==> config.mk <==
export PLATFORM = sky130hd
export DESIGN_NAME = ysyx_25060166_ifu
export DESIGN_NICKNAME = d
export VERILOG_FILES = /design/src/rtl/ysyx_25060166_ifu.sv
export SDC_FILE = /design/constraint.sdc
export NUM_CORES = 1
export LEC_CHECK = 0
export CAP_MARGIN = 20
export CORE_ASPECT_RATIO = 0.6
export CORE_MARGIN = 2
export CORE_UTILIZATION = 49
export CTS_CLUSTER_SIZE = 14
export DETAILED_ROUTE_END_ITERATION = 6
export HOLD_SLACK_MARGIN = 0.03
export PLACE_DENSITY = 0.94
export SETUP_SLACK_MARGIN = 0.2
export SLEW_MARGIN = 10
export SYNTH_ARGS = -nofsm -noshare
export SYNTH_HDL_FRONTEND = slang
export SYNTH_SLANG_ARGS = --single-unit
==> constraint.sdc <==
create_clock -name clk -period 4.4 [get_ports clk]
set_input_delay 0.44 -clock clk [delete_from_list [all_inputs] [get_ports clk]]
set_output_delay 0.44 -clock clk [all_outputs]
set_load 0.01 [all_outputs]
==> src/rtl/ysyx_25060166_ifu.sv <==
// ysyx_25060166_ifu -- instruction fetch unit for the RV32E core.
//
// Owns the PC and fetches one word at a time from instruction memory.
// Each fetched word is handed to the decoder over a valid/ready handshake.
// A redirect from execute/branch logic replaces the PC at any time.
// Any fetch that a redirect makes stale is thrown away.
// At most one memory request is outstanding, and there is no prefetch.
//
// Ports:
//   clk, rst         core clock; synchronous active-high reset
//   imem_req_*       fetch request (valid/ready) carrying the word address
//   imem_rsp_*       fetch response (valid only): data plus access-fault flag
//   redirect_*       single-cycle PC redirect pulse and its target
//   inst_valid/ready handshake towards the IDU
//   inst, inst_pc    instruction word and its PC
//   inst_fault       instruction carries a misaligned or access fault
//   fetch_cnt        number of instructions consumed by the IDU since reset

module ysyx_25060166_ifu #(
    parameter logic [31:0] RESET_PC = 32'h8000_0000,
    parameter int          WIDTH    = 32
) (
    input  logic             clk,
    input  logic             rst,
    output logic             imem_req_valid,
    input  logic             imem_req_ready,
    output logic [WIDTH-1:0] imem_req_addr,
    input  logic             imem_rsp_valid,
    input  logic [WIDTH-1:0] imem_rsp_data,
    input  logic             imem_rsp_err,
    input  logic             redirect_valid,
    input  logic [WIDTH-1:0] redirect_pc,
    output logic             inst_valid,
    input  logic             inst_ready,
    output logic [WIDTH-1:0] inst,
    output logic [WIDTH-1:0] inst_pc,
    output logic             inst_fault,
    output logic [31:0]      fetch_cnt
);

    // A faulting fetch is replaced by a NOP (addi x0,x0,0).
    // The decoder therefore always sees a legal encoding.
    localparam logic [WIDTH-1:0] NOP_INST = WIDTH'(32'h0000_0013);
    localparam logic [WIDTH-1:0] PC_STEP  = WIDTH'(4);

    typedef enum logic [1:0] {
        REQ  = 2'd0,
        WAIT = 2'd1,
        HOLD = 2'd2
    } state_t;

    state_t           state, state_n;
    logic [WIDTH-1:0] pc, pc_n;
    logic             drop, drop_n;
    logic [WIDTH-1:0] inst_n, inst_pc_n;
    logic             inst_fault_n;
    logic [31:0]      fetch_cnt_n;
    logic             misaligned;

    assign misaligned = (pc[1:0] != 2'b00);

    // A misaligned PC never reaches memory.
    // The fault is synthesised locally instead.
    assign imem_req_valid = (state == REQ) && !rst && !misaligned;
    assign imem_req_addr  = pc;
    assign inst_valid     = (state == HOLD);

    // State and datapath registers. Memory is reset together with this unit,
    // so clearing everything here also forgets any fetch that was in flight.
    always_ff @(posedge clk) begin
        if (rst) begin
            state      <= REQ;
            pc         <= RESET_PC[WIDTH-1:0];
            drop       <= 1'b0;
            inst       <= '0;
            inst_pc    <= '0;
            inst_fault <= 1'b0;
            fetch_cnt  <= '0;
        end else begin
            state      <= state_n;
            pc         <= pc_n;
            drop       <= drop_n;
            inst       <= inst_n;
            inst_pc    <= inst_pc_n;
            inst_fault <= inst_fault_n;
            fetch_cnt  <= fetch_cnt_n;
        end
    end

    // Next-state logic. A redirect always wins for the next PC.
    // 'drop' records that the outstanding response belongs to the old PC
    // and must be swallowed when it arrives.
    always_comb begin
        state_n      = state;
        pc_n         = pc;
        drop_n       = drop;
        inst_n       = inst;
        inst_pc_n    = inst_pc;
        inst_fault_n = inst_fault;
        fetch_cnt_n  = fetch_cnt;

        case (state)
            REQ: begin
                if (misaligned) begin
                    // A redirect overrides the fault.
                    // In that case fetching simply resumes at the new target.
                    if (!redirect_valid) begin
                        state_n      = HOLD;
                        inst_n       = NOP_INST;
                        inst_pc_n    = pc;
                        inst_fault_n = 1'b1;
                    end
                end else if (imem_req_ready) begin
                    state_n = WAIT;
                    if (redirect_valid) begin
                        drop_n = 1'b1;
                    end
                end
                if (redirect_valid) begin
                    pc_n = redirect_pc;
                end
            end

            WAIT: begin
                if (redirect_valid) begin
                    pc_n = redirect_pc;
                    if (imem_rsp_valid) begin
                        state_n = REQ;
                        drop_n  = 1'b0;
                    end else begin
                        drop_n  = 1'b1;
                    end
                end else if (imem_rsp_valid) begin
                    if (drop) begin
                        state_n = REQ;
                        drop_n  = 1'b0;
                    end else begin
                        state_n      = HOLD;
                        inst_n       = imem_rsp_err ? NOP_INST : imem_rsp_data;
                        inst_pc_n    = pc;
                        inst_fault_n = imem_rsp_err;
                    end
                end
            end

            HOLD: begin
                // A handshake in the same cycle as a redirect still counts
                // as a consumed instruction.
                if (inst_ready) begin
                    fetch_cnt_n = fetch_cnt + 32'd1;
                end
                if (redirect_valid) begin
                    pc_n    = redirect_pc;
                    state_n = REQ;
                end else if (inst_ready) begin
                    pc_n    = pc + PC_STEP;
                    state_n = REQ;
                end
            end

            default: begin
                state_n = REQ;
            end
        endcase
    end

endmodule

==> impl_metrics.toml, run 1 <==
[power]
comb_power_share = 0.108
peakVddDrop_v = 0.000252
p_int_mw = 2.27
pwr-share-clk = 0.464
p_per_area_nw_per_um2 = 356
swShare = 0.247
sequentialPowerShare = 0.429
power_switching_uw = 743
power.leakage_nw = 2.97

[timing]
slew_violations = 0
setup_viol = 0
skew_ns = 0.0136
hold_viol = 0
fin_crit_ns = 2.85
relSlewSlack = 0.327
max_freq_mhz = 350
rsz0062_at_grt = "false"
fin_crit_sh = 0.649
worst_slew_pin_slew_ns = 1.01
finalSetupTns_ns = 0
worst_slack_ns = 1.55

[setup_path]
cp_max_fo = 50
r2r_cells = 5
startpoint_type = "input pin"
cp_data_required_time_ns = 4.70
critPathKind = "in2reg"
crit_arrival_ns = 3.16
cp-end-kind = "flip-flop"
ff2ff_setup_slack_ns = 1.65

[logic_synthesis]
synth-edff-count = 0
synth_top_area_share = 0.457
synthDistinctLibCells = 55
syn_inst = 705
syn_nets = 778
ys_warn_count = 0
synth-seq-cells = 132
ys_top_cells_by_area = "dfxtp_1 46%, nand2_1 7.1%, a21oi_1 5.6%"
syn-cell-area_um2 = 5780
yosysSeqAreaShare = 0.457
synth_top_cell_by_area = "dfxtp_1"
synth_ff_type = "dfxtp_1"
syn_avg_cell_area_um2 = 8.20
async_reset_ff_frac = 0

[outcome]
status = "completed"

[clocking]
cts_sinks = 132
cts_setup_buffers = 0
clk_latency_ns = 0.41
cts_buffer_depth = 2
path_clk_slew_ns = 0.06
ctsHoldBuffers = 0
cts_root_buf = "clkbuf_16"
tritoncts = "built"
numCtsBuffers = 17
cts_resized = 0
cts_max_level = 4

[detailed_routing]
met3_length_um = 1880
drc = 0
ant_nets = 0
dr.pass1.iters = 5
drt-met1-wl_um = 7990
wl_per_cell_um = 17.1
dr_total_vias = 6050
dr_wl_met2_um = 7810
drt-initial-drc-count = 518
viasPerCell = 5.76
top_layer = "met4"
wirelength_um = 17900

[global_routing]
grt_remaining_overflow = 0
grt_pass1_wl_um = 27800
antenna_found_initial = 0
grt_pass1_vias = 5472
grt_start_max_net_pins = 63
grt_use_total = 0.278

[layout]
syn_to_final_growth_pct = 46.1
drive_gt1_frac = 0.0584
final_net_count = 950
most-common-layout-cells = "200 x clkdlybuf4s50_1, 132 x dfxtp_1, 110 x nand2_1, 65 x nor2_1, 63 x a21oi_1"
diodes = 0
layout_commonest_cell = "clkdlybuf4s50_1"
fillers = 855

[placement]
hpwlAfterDp_um = 12200
pre_cts_slack_ns = 1.19
io_buffers = 201
routabilityCongestion = 0.893

[floorplanning]
io_pins = 202
core-area_um2 = 11400
start_util = 0.506
die_h_um = 88.1
chipWidth_um = 144
std_cell_rows = 30
dieArea_um2 = 12700

[run]
cap_viol_max_count = 0

[hold_path]
min_path_type = "reg2reg"
hold_depth = 2
[final timing paths]
kind | from | end
hold / removal | inst_pc[30] | inst_pc[30]
setup reg to reg | state[1] | imem_req_addr[31]
setup / recovery | redirect_valid | imem_req_addr[31]
hold reg to reg | inst_pc[30] | inst_pc[30]
[critical path: stages]
cell and delay, ns:
clkdlybuf4s50_1 0.64, or3b_2 0.94, nor2_1 0.48, nand2_1 0.08
or4_1 0.39, and3_1 0.17
[cell families (layout without fill, tap and decap cells)]
logic type | Yosys count | count (layout) | share of synthesized area
AO/OA/AOI/OAI | 167 | 167 | 0.187
XOR/XNOR | 26 | 26 | 0.0394
adder cells (fa/ha/maj) | 2 | 2 | 0.00433
buffers and inverters | 61 | 246 | 0.0424
flip-flops | 132 | 132 | 0.457
multiplexers | 8 | 8 | 0.0141
AND/OR/NAND/NOR | 309 | 309 | 0.255
[final cells by class]
| type | count | area [um2] | share of cell area |
|---|---|---|---|
| Multi-Input combinational cell | 512 | 2920 | 0.346 |
| Clock inverter | 12 | 130 | 0.0154 |
| Clock buffer | 20 | 457 | 0.0541 |
| Inverter | 5 | 18.8 | 0.00222 |
| Sequential cell | 132 | 2640 | 0.313 |
| Timing Repair Buffer | 209 | 2070 | 0.246 |
| Tap cell | 160 | 200 | 0.0237 |
[stage by stage]
stage | total power, mW | instance area (um2) | utilization | hold slack (ns) | instances
2_1_floorplan | 1.45 | 5780 | - | 0.481 | 705
6_report | 3.01 | 8440 | 0.740 | 0.453 | 1050
3_3_place_gp | 1.62 | 7840 | 0.687 | 0.441 | 1016
3_5_place_dp | 1.63 | 7850 | 0.688 | 0.446 | 1017
4_1_cts | 3.02 | 8440 | 0.739 | 0.453 | 1049
5_1_grt | 3.11 | 8440 | 0.740 | 0.469 | 1050
[state kept, by name, indices dropped and copies added, names as in the netlist]
signal and cells:
drop 1, inst 32, fetch_cnt 32, state 2
inst_fault 1, imem_req_addr 32, inst_pc 32
[synth_stat cells (all sizes together), types with 3 or more instances]
library cell  instances
nand4b                3
buf                  10
a31oi                 7
and3                 15
xnor2                 5
a311o                 3
clkbuf               46
inv                   5
nand3                32
mux2i                 7
o41ai                 5
and2                  6
nand4                20
nor3                 21
and4                  5
o21ai                23
nor2                 66
a311oi                3
or3                   7
o22ai                 6
a21oi                65
dfxtp               132
a22o                 30
o21a                  5
nand2               110
xor2                 21
a211oi                6
nor4                 11
[routing by layer]
metal / up-vias / track usage
met2: 327 / 0.424
met5: - / 0
met3: 29 / 0.0776
met1: 2821 / 0.388
met4: 0 / 0.0812
li1: 2873 / -
[power groups by stage]
stage / logic, mW / registers [mW] / clock network (mW)
after floorplan: 0.143 / 1.31 / 0
after global placement: 0.312 / 1.31 / 0
after detailed placement: 0.319 / 1.31 / 0
after CTS: 0.323 / 1.29 / 1.41
after global routing: 0.349 / 1.29 / 1.47
final: 0.324 / 1.29 / 1.40
(Power assumes the default switching activity.)
==> run 2: changes to the inputs <==
--- a/config.mk
+++ b/config.mk
@@ -8,11 +8,11 @@
 export CAP_MARGIN = 20
 export CORE_ASPECT_RATIO = 0.6
 export CORE_MARGIN = 2
-export CORE_UTILIZATION = 49
+export CORE_UTILIZATION = 41
 export CTS_CLUSTER_SIZE = 14
 export DETAILED_ROUTE_END_ITERATION = 6
 export HOLD_SLACK_MARGIN = 0.03
-export PLACE_DENSITY = 0.94
+export PLACE_DENSITY = 0.85
 export SETUP_SLACK_MARGIN = 0.2
 export SLEW_MARGIN = 10
 export SYNTH_ARGS = -nofsm -noshare
==> constraint.sdc (replaced) <==
create_clock -name clk -period 2.3 [get_ports clk]
set_input_delay 0.23 -clock clk [delete_from_list [all_inputs] [get_ports clk]]
set_output_delay 0.23 -clock clk [all_outputs]
set_load 0.01 [all_outputs]
==> impl_metrics.toml, run 2 (synthesized netlist as in run 1, its figures left out) <==
[setup_path]
cp_max_fo = 10
cp_num_cells = 3
cp_num_buf_inv = 2
startpoint_type = "flip-flop"
cp-end-kind = "output port"
critPathTopFamily = "buffers and inverters"
r2r_cells = 5
worstPathCellList = "inv_1, nor2_1, clkdlybuf4s50_1"
cp_slowest_cell = "clkdlybuf4s50_1"
critPathKind = "reg2out"
cp_data_required_time_ns = 2.07
crit_arrival_ns = 1.79
cpPeakStageDelay_ns = 0.60

[power]
peakVddDrop_v = 0.000476
comb_power_share = 0.114
finalPower_mw = 6.01
pwr-share-clk = 0.478
power.leakage_nw = 3.20
swShare = 0.242
p_per_area_nw_per_um2 = 677
sequentialPowerShare = 0.408
power_switching_mw = 1.45
p_int_mw = 4.55

[timing]
rsz0062_at_grt = "false"
fin_crit_sh = 0.877
worst_slew_pin_slew_ns = 0.658
skew_ns = 0.00884
fin_crit_ns = 2.02
slew_violations = 0
finalSetupTns_ns = 0
max_freq_mhz = 496
setup_viol = 0
hold_viol = 0
relSlewSlack = 0.561

[global_routing]
antenna_found_initial = 0
grt_pass1_wl_um = 29500
grt_remaining_overflow = 0
grt_pass1_vias = 5654
grt_use_total = 0.250
grt_start_max_net_pins = 61

[layout]
final_area_um2 = 8870
final_cell_count_no_fill = 1121
syn_to_final_growth_pct = 53.5
final_net_count = 989
drive_gt1_frac = 0.119
most-common-layout-cells = "199 x clkdlybuf4s50_1, 121 x dfxtp_1, 110 x nand2_1, 65 x nor2_1, 63 x a21oi_1"
layout_commonest_cell = "clkdlybuf4s50_1"

[floorplanning]
die_h_um = 96.0
dieArea_um2 = 15100
std_cell_rows = 33
chipWidth_um = 157
io_pins = 202
start_util = 0.422
core-area_um2 = 13700

[clocking]
cts_buffer_depth = 2
tritoncts = "built"
numCtsBuffers = 17
ctsHoldBuffers = 0
cts_root_buf = "clkbuf_16"
path_clk_slew_ns = 0.06
cts_max_level = 4
cts_sinks = 132
clk_latency_ns = 0.41

[placement]
routabilityCongestion = 0.909
hpwlAfterDp_um = 13400
place_area_um2 = 8190
io_buffers = 201
dpl.cell_count = 1087

[run]
cap_viol_max_count = 0

[detailed_routing]
drc = 0
viasPerCell = 5.48
ant_nets = 0
wl_per_cell_um = 16.8
drt-initial-drc-count = 369
dr.pass1.iters = 5
dr_total_vias = 6142
wirelength_um = 18800

[outcome]
status = "completed"

[hold_path]
min_path_type = "in2reg"
hold_depth = 2
-- run 2: metrics by stage --
stage / worst slack [ns] / hold slack, ns / utilization
CTS: 0.214 / 0.110 / 0.643
global route: 0.206 / 0.107 / 0.647
finish: 0.283 / 0.122 / 0.647
detailed placement: 0.0751 / 0.447 / 0.598
floorplan: 0.244 / 0.349 / -
global placement: 0.178 / 0.442 / 0.598
-- run 2: per-layer routing --
metal | wire (um) | track usage | vias to the layer above
met5 | 0 | 0 | -
met4 | 362 | 0.0788 | 0
met3 | 1930 | 0.0851 | 34
met2 | 7810 | 0.360 | 317
met1 | 8730 | 0.351 | 2852
li1 | - | - | 2939
-- run 2: worst paths after layout --
| kind | from | to | slack [ns] |
|---|---|---|---|
| max | state[1] | inst_valid | 0.28 |
| min | rst | imem_req_addr[16] | 0.12 |
| max reg2reg | imem_req_addr[18] | imem_req_addr[31] | 0.28 |
| min reg2reg | inst_pc[9] | inst_pc[9] | 0.45 |
-- run 2: power groups by stage --
stage / Sequential (mW) / Combinational, mW / Clock, mW
global placement: 2.49 / 0.667 / 0
global route: 2.46 / 0.740 / 3.02
CTS: 2.45 / 0.683 / 2.91
finish: 2.45 / 0.684 / 2.87
detailed placement: 2.50 / 0.676 / 0
floorplan: 2.50 / 0.276 / 0
-- run 2: area by class of cell --
cell class                 instances  area, um2
sequential                       132       2660
multi-input combinational        512       2950
clock buffer                      18        439
clock inverter                    13        183
tap                              192        240
timing repair buffer             248       2380
fill                            1144       4840
antenna                            1       2.50
inverter                           5       18.8
-- run 2: timing repair --
action	in CTS	in global routing
buffers inserted	0	2
pin swaps	0	2
endpoints found under the setup margin	3	18
gates cloned	0	0
gates resized for setup	2	11
==> run 3: changes to the inputs <==
--- a/config.mk
+++ b/config.mk
@@ -8,11 +8,11 @@
 export CAP_MARGIN = 20
 export CORE_ASPECT_RATIO = 0.6
 export CORE_MARGIN = 2
-export CORE_UTILIZATION = 41
+export CORE_UTILIZATION = 30
 export CTS_CLUSTER_SIZE = 14
 export DETAILED_ROUTE_END_ITERATION = 6
 export HOLD_SLACK_MARGIN = 0.03
-export PLACE_DENSITY = 0.85
+export PLACE_DENSITY = 0.67
 export SETUP_SLACK_MARGIN = 0.2
 export SLEW_MARGIN = 10
 export SYNTH_ARGS = -nofsm -noshare
==> impl_metrics.toml, run 3 (synthesized netlist as in run 1, its figures left out) <==
[setup_path]
ff2ff_setup_slack_ns = 0.29
crit_path_start = "imem_req_addr[18]"
cp_data_required_time_ns = 2.60
timing.rr.end = "imem_req_addr[31]"
crit_top_cell = "or4_1"
worstPathCellList = "and4_4, nand4_1, or4_1, or4_1, and3_1"
r2r_cells = 5
startpoint_type = "flip-flop"
cpPeakStageDelay_ns = 0.54
crit_arrival_ns = 2.32
cp-end-kind = "flip-flop"
cp_max_fo = 9
critPathKind = "reg2reg"
cp_slowest_cell = "or4_1"
r2r-start = "imem_req_addr[18]"

[clocking]
path_clk_slew_ns = 0.06
numCtsBuffers = 17
cts_buffer_depth = 2
ctsHoldBuffers = 0
tritoncts = "built"
clk_latency_ns = 0.42
cts_root_buf = "clkbuf_16"
cts_max_level = 4
cts_sinks = 132

[timing]
fin_crit_ns = 2.01
relSlewSlack = 0.518
max_freq_mhz = 497
slew_violations = 0
hold_viol = 0
fin_crit_sh = 0.875
rsz0062_at_grt = "false"
hold_slack_ns = 0.0937
finalSetupTns_ns = 0
worst_slew_pin_slew_ns = 0.723
setup_viol = 0
worst_slack_ns = 0.288
skew_ns = 0.0113

[floorplanning]
die_h_um = 112
dieArea_um2 = 20400
std_cell_rows = 39
start_util = 0.305
core-area_um2 = 18900
io_pins = 202
chipWidth_um = 183

[power]
peakVddDrop_v = 0.000499
finalPower_mw = 6.07
p_per_area_nw_per_um2 = 679
power.leakage_nw = 3.18

[detailed_routing]
dr.pass1.iters = 5
ant_nets = 0
wl_per_cell_um = 16.3
drc = 0
drt-initial-drc-count = 487
viasPerCell = 5.03
dr_total_vias = 5906
wirelength_um = 19200

[placement]
io_buffers = 201
hpwlAfterDp_um = 13700
dpl.cell_count = 1140
pre_cts_slack_ns = 0.0287
place_area_um2 = 8270
routabilityCongestion = 0.856

[global_routing]
grt_pass1_vias = 5468
grt_pass1_wl_um = 30100
grt_remaining_overflow = 0
grt_start_max_net_pins = 65
grt_use_total = 0.187
antenna_found_initial = 1

[layout]
layout_commonest_cell = "clkdlybuf4s50_1"
fin_util = 0.472
drive_gt1_frac = 0.115
most-common-layout-cells = "199 x clkdlybuf4s50_1, 123 x dfxtp_1, 109 x nand2_1, 64 x nor2_1, 63 x a21oi_1"
syn_to_final_growth_pct = 54.7
final_area_um2 = 8940
final_net_count = 987
final_cell_count_no_fill = 1174

[run]
cap_viol_max_count = 0

[hold_path]
hold_start = "rst"
min_path_type = "in2reg"
hold_path_end = "fetch_cnt[6]"
hold_depth = 2

[outcome]
status = "completed"
run 3: where the power goes:
part | switching [mW] | total, mW | internal [mW]
Combinational | 0.334 | 0.690 | 0.355
Sequential | 0.0841 | 2.44 | 2.36
Clock | 1.06 | 2.93 | 1.87
Total | 1.48 | 6.07 | 4.59
run 3: critical path, delay by kind of cell, from the launching register on:
kind	cells	cell delay, ns
simple gates	5	1.48
flops	1	0.42
run 3: layout make-up:
class,count,area (um2)
sequential,132,2650
multi-input combinational,512,2950
inverter,5,18.8
clock buffer,20,457
clock inverter,12,176
fill,1830,10000
antenna,1,2.50
timing repair buffer,246,2370
tap,246,308
run 3: routing by layer:
| layer | vias to the layer above | GRT usage | wire, um |
|---|---|---|---|
| li1 | 2934 | - | - |
| met1 | 2770 | 0.277 | 9850 |
| met2 | 188 | 0.255 | 7620 |
| met3 | 14 | 0.0618 | 1550 |
| met4 | 0 | 0.0544 | 166 |
| met5 | - | 0 | 0 |
run 3: repair_timing:
action,CTS,global route
pin swaps,0,2
buffers inserted,0,1
gates resized for setup,2,8
setup endpoints to repair,1,14
run 3: worst max path at each step:
| stage | end | slack (ns) | cells past startpoint |
|---|---|---|---|
| floorplan | imem_req_addr[31] | 0.24 | 7 |
| global placement | fetch_cnt[31] | 0.1 | 7 |
| detailed placement | fetch_cnt[31] | 0.03 | 7 |
| CTS | inst_valid | 0.22 | 3 |
| global route | imem_req_addr[28] | 0.21 | 7 |
| finish | imem_req_addr[31] | 0.29 | 5 |
==> RTL change 1, RTL diff (config.mk and constraints of run 2) <==
`WIDTH`: 32 -> 28.
--- a/src/rtl/ysyx_25060166_ifu.sv
+++ b/src/rtl/ysyx_25060166_ifu.sv
@@ -20,3 +20,3 @@
     parameter logic [31:0] RESET_PC = 32'h8000_0000,
-    parameter int          WIDTH    = 32
+    parameter int          WIDTH    = 28
 ) (
Ports: changed (5 resized); port bits go from 202 to 182. The function was not compared with the original's and may differ.
==> RTL change 1 against run 2 <==
Sequential cell count is 12 lower. Clock power decreased by 3%. Global-route usage increased by 1.3 points. Total power fell by 6.2%. Via count increased by 2.2%. Area after synthesis shrank 3.4%. Utilization is 0.52 points higher. Sequential share of layout area decreased by 1.6 points. Largest power group unchanged. Largest cell class unchanged. Design area decreased by 4.0%. Count of clock-buffer cells in the layout up 2. Wire length rose by 2.2%. Setup slack lost 0.072 ns. Die area is 3.3% lower.
==> RTL change 1: results <==
metrics = {
    "outcome": {
        "outcome": "complete, no violations",
    },
    "placed_design": {
        "port_buffers": 181,
        "gp_congestion": 0.966,
    },
    "layout": {
        "bufAreaShareNonClock_pct": 26.2,
        "num-nonclk-buffers": 229,
        "drive_gt1_share_pct": 12.6,
        "nClkBuffers": 20,
        "n_fill_cell": 1079,
        "final_nets": 948,
        "n_all_inverters": 14,
    },
    "worst_setup_path": {
        "r2r_cells": 6,
        "endpoint": "imem_req_addr[22]",
        "cp_slowest_cell": "dfxtp_2",
        "worst_ep_arrival_time_ns": 2.37,
        "startpoint": "imem_req_addr[2]",
        "slowest_delay_ns": 0.44,
        "r2r_slack_ns": 0.21,
        "crit_path_max_fanout": 8,
    },
    "power": {
        "p_clk_uw": 2770,
        "p_leak_uw": 0.00296,
        "switchingPower_uw": 1350,
    },
    "yosys": {
        "synth_compound_gate_area_share_pct": 21.9,
        "synth_cell_type_count": 65,
        "synthAdderAreaFrac_pct": 0.448,
        "yosys-top-cells-area": "dfxtp_1, nand2_1, a21oi_1, nor2_1, a22oi_1",
        "synth_mux_area_share_pct": 1.37,
        "avgSynthCellArea_sq_um": 8.14,
        "ys_seq_area_share_pct": 43.0,
        "synth_common_cells": "dfxtp_1, nand2_1, a21oi_1",
    },
    "global_routing": {
        "grt_max_degree": 72,
        "gr-usage-met2_pct": 37.1,
        "use_met3_pct": 8.67,
        "first_global_vias": 5649,
        "grt_pass1_wl_um": 30200,
        "use_met1_pct": 38.2,
    },
    "route": {
        "met3WireLength_um": 2320,
        "drtIter0Drc": 557,
        "vias_per_cell": 5.89,
        "routedWlPerCell_um": 18.0,
        "wl_met2_um": 7770,
    },
    "timing": {
        "tightest_slew_ns": 0.472,
        "skew_ns": 0.0109,
        "min_period_ns": 2.09,
    },
    "cts": {
        "cts.repair.resized": 8,
    },
}
[RTL change 1: cell count changes in the layout (fill, tap and decap cells not counted), sizes merged, moves of 9 or more]
cell           change
nand3             -11
and3              -12
xor2              -16
or4               +12
o31ai             +11
nand2             -13
nor2              -10
a22oi             +24
clkdlybuf4s50     -21
inv                +9
dfxtp             -12
a22o              -29
[RTL change 1: through the flow]
step           area, sq um  power (uW)  utilization (%)  hold WS, ns
3_3_place_gp          7840        2890             60.1        0.441
6_report              8510        5630             65.2       0.0946
4_1_cts               8470        5670             64.9       0.0729
2_1_floorplan         5580        2520                -        0.366
5_1_grt               8510        5830             65.2       0.0825
3_5_place_dp          7840        2890             60.1        0.446
[RTL change 1: cell families (layout without fill, tap and decap cells)]
family,after synthesis,count (layout)
muxes,7,7
AOI/OAI and AO/OA,186,186
buffers and inverters,65,275
and+or+nand+nor,299,299
adders and majority gates,2,2
xor gates and xnor gates,7,7
DFF,120,120
==> RTL change 2, RTL diff (config.mk and constraints of run 2) <==
Without the edit above. Register the output `fetch_cnt` once more; this adds one clock of latency there. The other outputs are not delayed to match.
--- a/src/rtl/ysyx_25060166_ifu.sv
+++ b/src/rtl/ysyx_25060166_ifu.sv
@@ -51,2 +51,4 @@
 
+    logic [31:0] fetch_cnt_s0;
+
     state_t           state, state_n;
@@ -77,3 +79,3 @@
             inst_fault <= 1'b0;
-            fetch_cnt  <= '0;
+            fetch_cnt_s0 <= '0;
         end else begin
@@ -85,3 +87,3 @@
             inst_fault <= inst_fault_n;
-            fetch_cnt  <= fetch_cnt_n;
+            fetch_cnt_s0 <= fetch_cnt_n;
         end
@@ -99,3 +101,3 @@
         inst_fault_n = inst_fault;
-        fetch_cnt_n  = fetch_cnt;
+        fetch_cnt_n  = fetch_cnt_s0;
 
@@ -149,3 +151,3 @@
                 if (inst_ready) begin
-                    fetch_cnt_n = fetch_cnt + 32'd1;
+                    fetch_cnt_n = fetch_cnt_s0 + 32'd1;
                 end
@@ -166,2 +168,6 @@
 
+    always_ff @(posedge clk) begin
+        fetch_cnt <= fetch_cnt_s0;
+    end
+
 endmodule
Check against the original RTL: not equivalent (a bounded check fails within 4 cycles, from zero or initial values and one cycle with rst high).
==> RTL change 2 against run 2 <==
Wire length grew 17%. Via count is 15% higher. Sequential cell count up 32. Critical endpoint is now fetch_cnt_s0[21]. Area after synthesis grew 19%. Combinational power up 12%. Largest cell class unchanged. Design area is 13% higher. Non-clock buffer count is 8 higher. Global-route usage shrank 1.3 points. Clock skew grew 0.0011 ns. Total power grew 11%. Setup slack got worse by 0.022 ns.
==> RTL change 2: results <==
metrics = {
    "layout": {
        "multi_input_area_share_pct": 33.0,
        "bufAreaShareNonClock_pct": 24.7,
        "multi_input_gates": 562,
        "drive_gt1_share_pct": 11.1,
        "clk_share_pct": 5.95,
    },
    "route": {
        "vias_per_cell": 5.63,
        "drtIter0Drc": 703,
        "routedWlPerCell_um": 17.5,
    },
    "global_routing": {
        "grt_max_degree": 62,
        "groute.usage.overall_pct": 23.7,
    },
    "placed_design": {
        "gp_congestion": 0.920,
        "place_worst_setup_slack_ns": 0.0344,
    },
    "worst_setup_path": {
        "endpoint": "fetch_cnt_s0[21]",
        "worst_ep_arrival_time_ns": 2.39,
        "r2r_cells": 4,
        "startpoint": "fetch_cnt_s0[7]",
        "cp_slowest_cell": "or4b_4",
    },
    "floorplanning": {
        "num_rows": 36,
    },
    "power": {
        "p_leak_uw": 0.00349,
        "switchingPower_uw": 1790,
    },
    "timing": {
        "skew_ns": 0.00997,
        "fin_crit_sh_pct": 88.7,
    },
    "outcome": {
        "outcome": "complete, no violations",
    },
    "yosys": {
        "yosys-top-cells-area": "dfxtp_1, nand2_1, a21oi_1, a22oi_1, nand4_1",
        "synth_common_cells": "dfxtp_1, nand2_1, a21oi_1",
        "synth_cell_type_count": 67,
    },
    "hold_path": {
        "min_to": "inst_pc[10]",
    },
}
-- RTL change 2: critical path, delay by kind of cell, from the launching register on --
family | cells | cell delay, ns
and+or+nand+nor | 3 | 1.41
DFF | 1 | 0.40
AOI/OAI and AO/OA | 1 | 0.15
-- RTL change 2: routing by layer --
| layer | part of all wire, % | vias up | track usage (%) |
|---|---|---|---|
| met2 | 42 | 360 | 33.0 |
| li1 | - | 3355 | - |
| met4 | 1.9 | 0 | 7.75 |
| met3 | 10 | 35 | 6.66 |
| met1 | 46 | 3324 | 34.9 |
| met5 | 0 | - | 0 |
-- RTL change 2: cells by family after synthesis --
logic type	Yosys count	share of synthesized area [%]
adders and majority gates	2	0.363
and+or+nand+nor	343	25.7
xor gates and xnor gates	9	1.14
buffers and inverters	84	5.19
DFF	164	47.6
AOI/OAI and AO/OA	200	18.9
muxes	7	1.12
-- RTL change 2: timing repair --
item	in CTS	in global routing
pin swaps	0	2
resized for setup	3	10
gates cloned	0	1
setup buffers	0	6
endpoints found under the setup margin	3	11
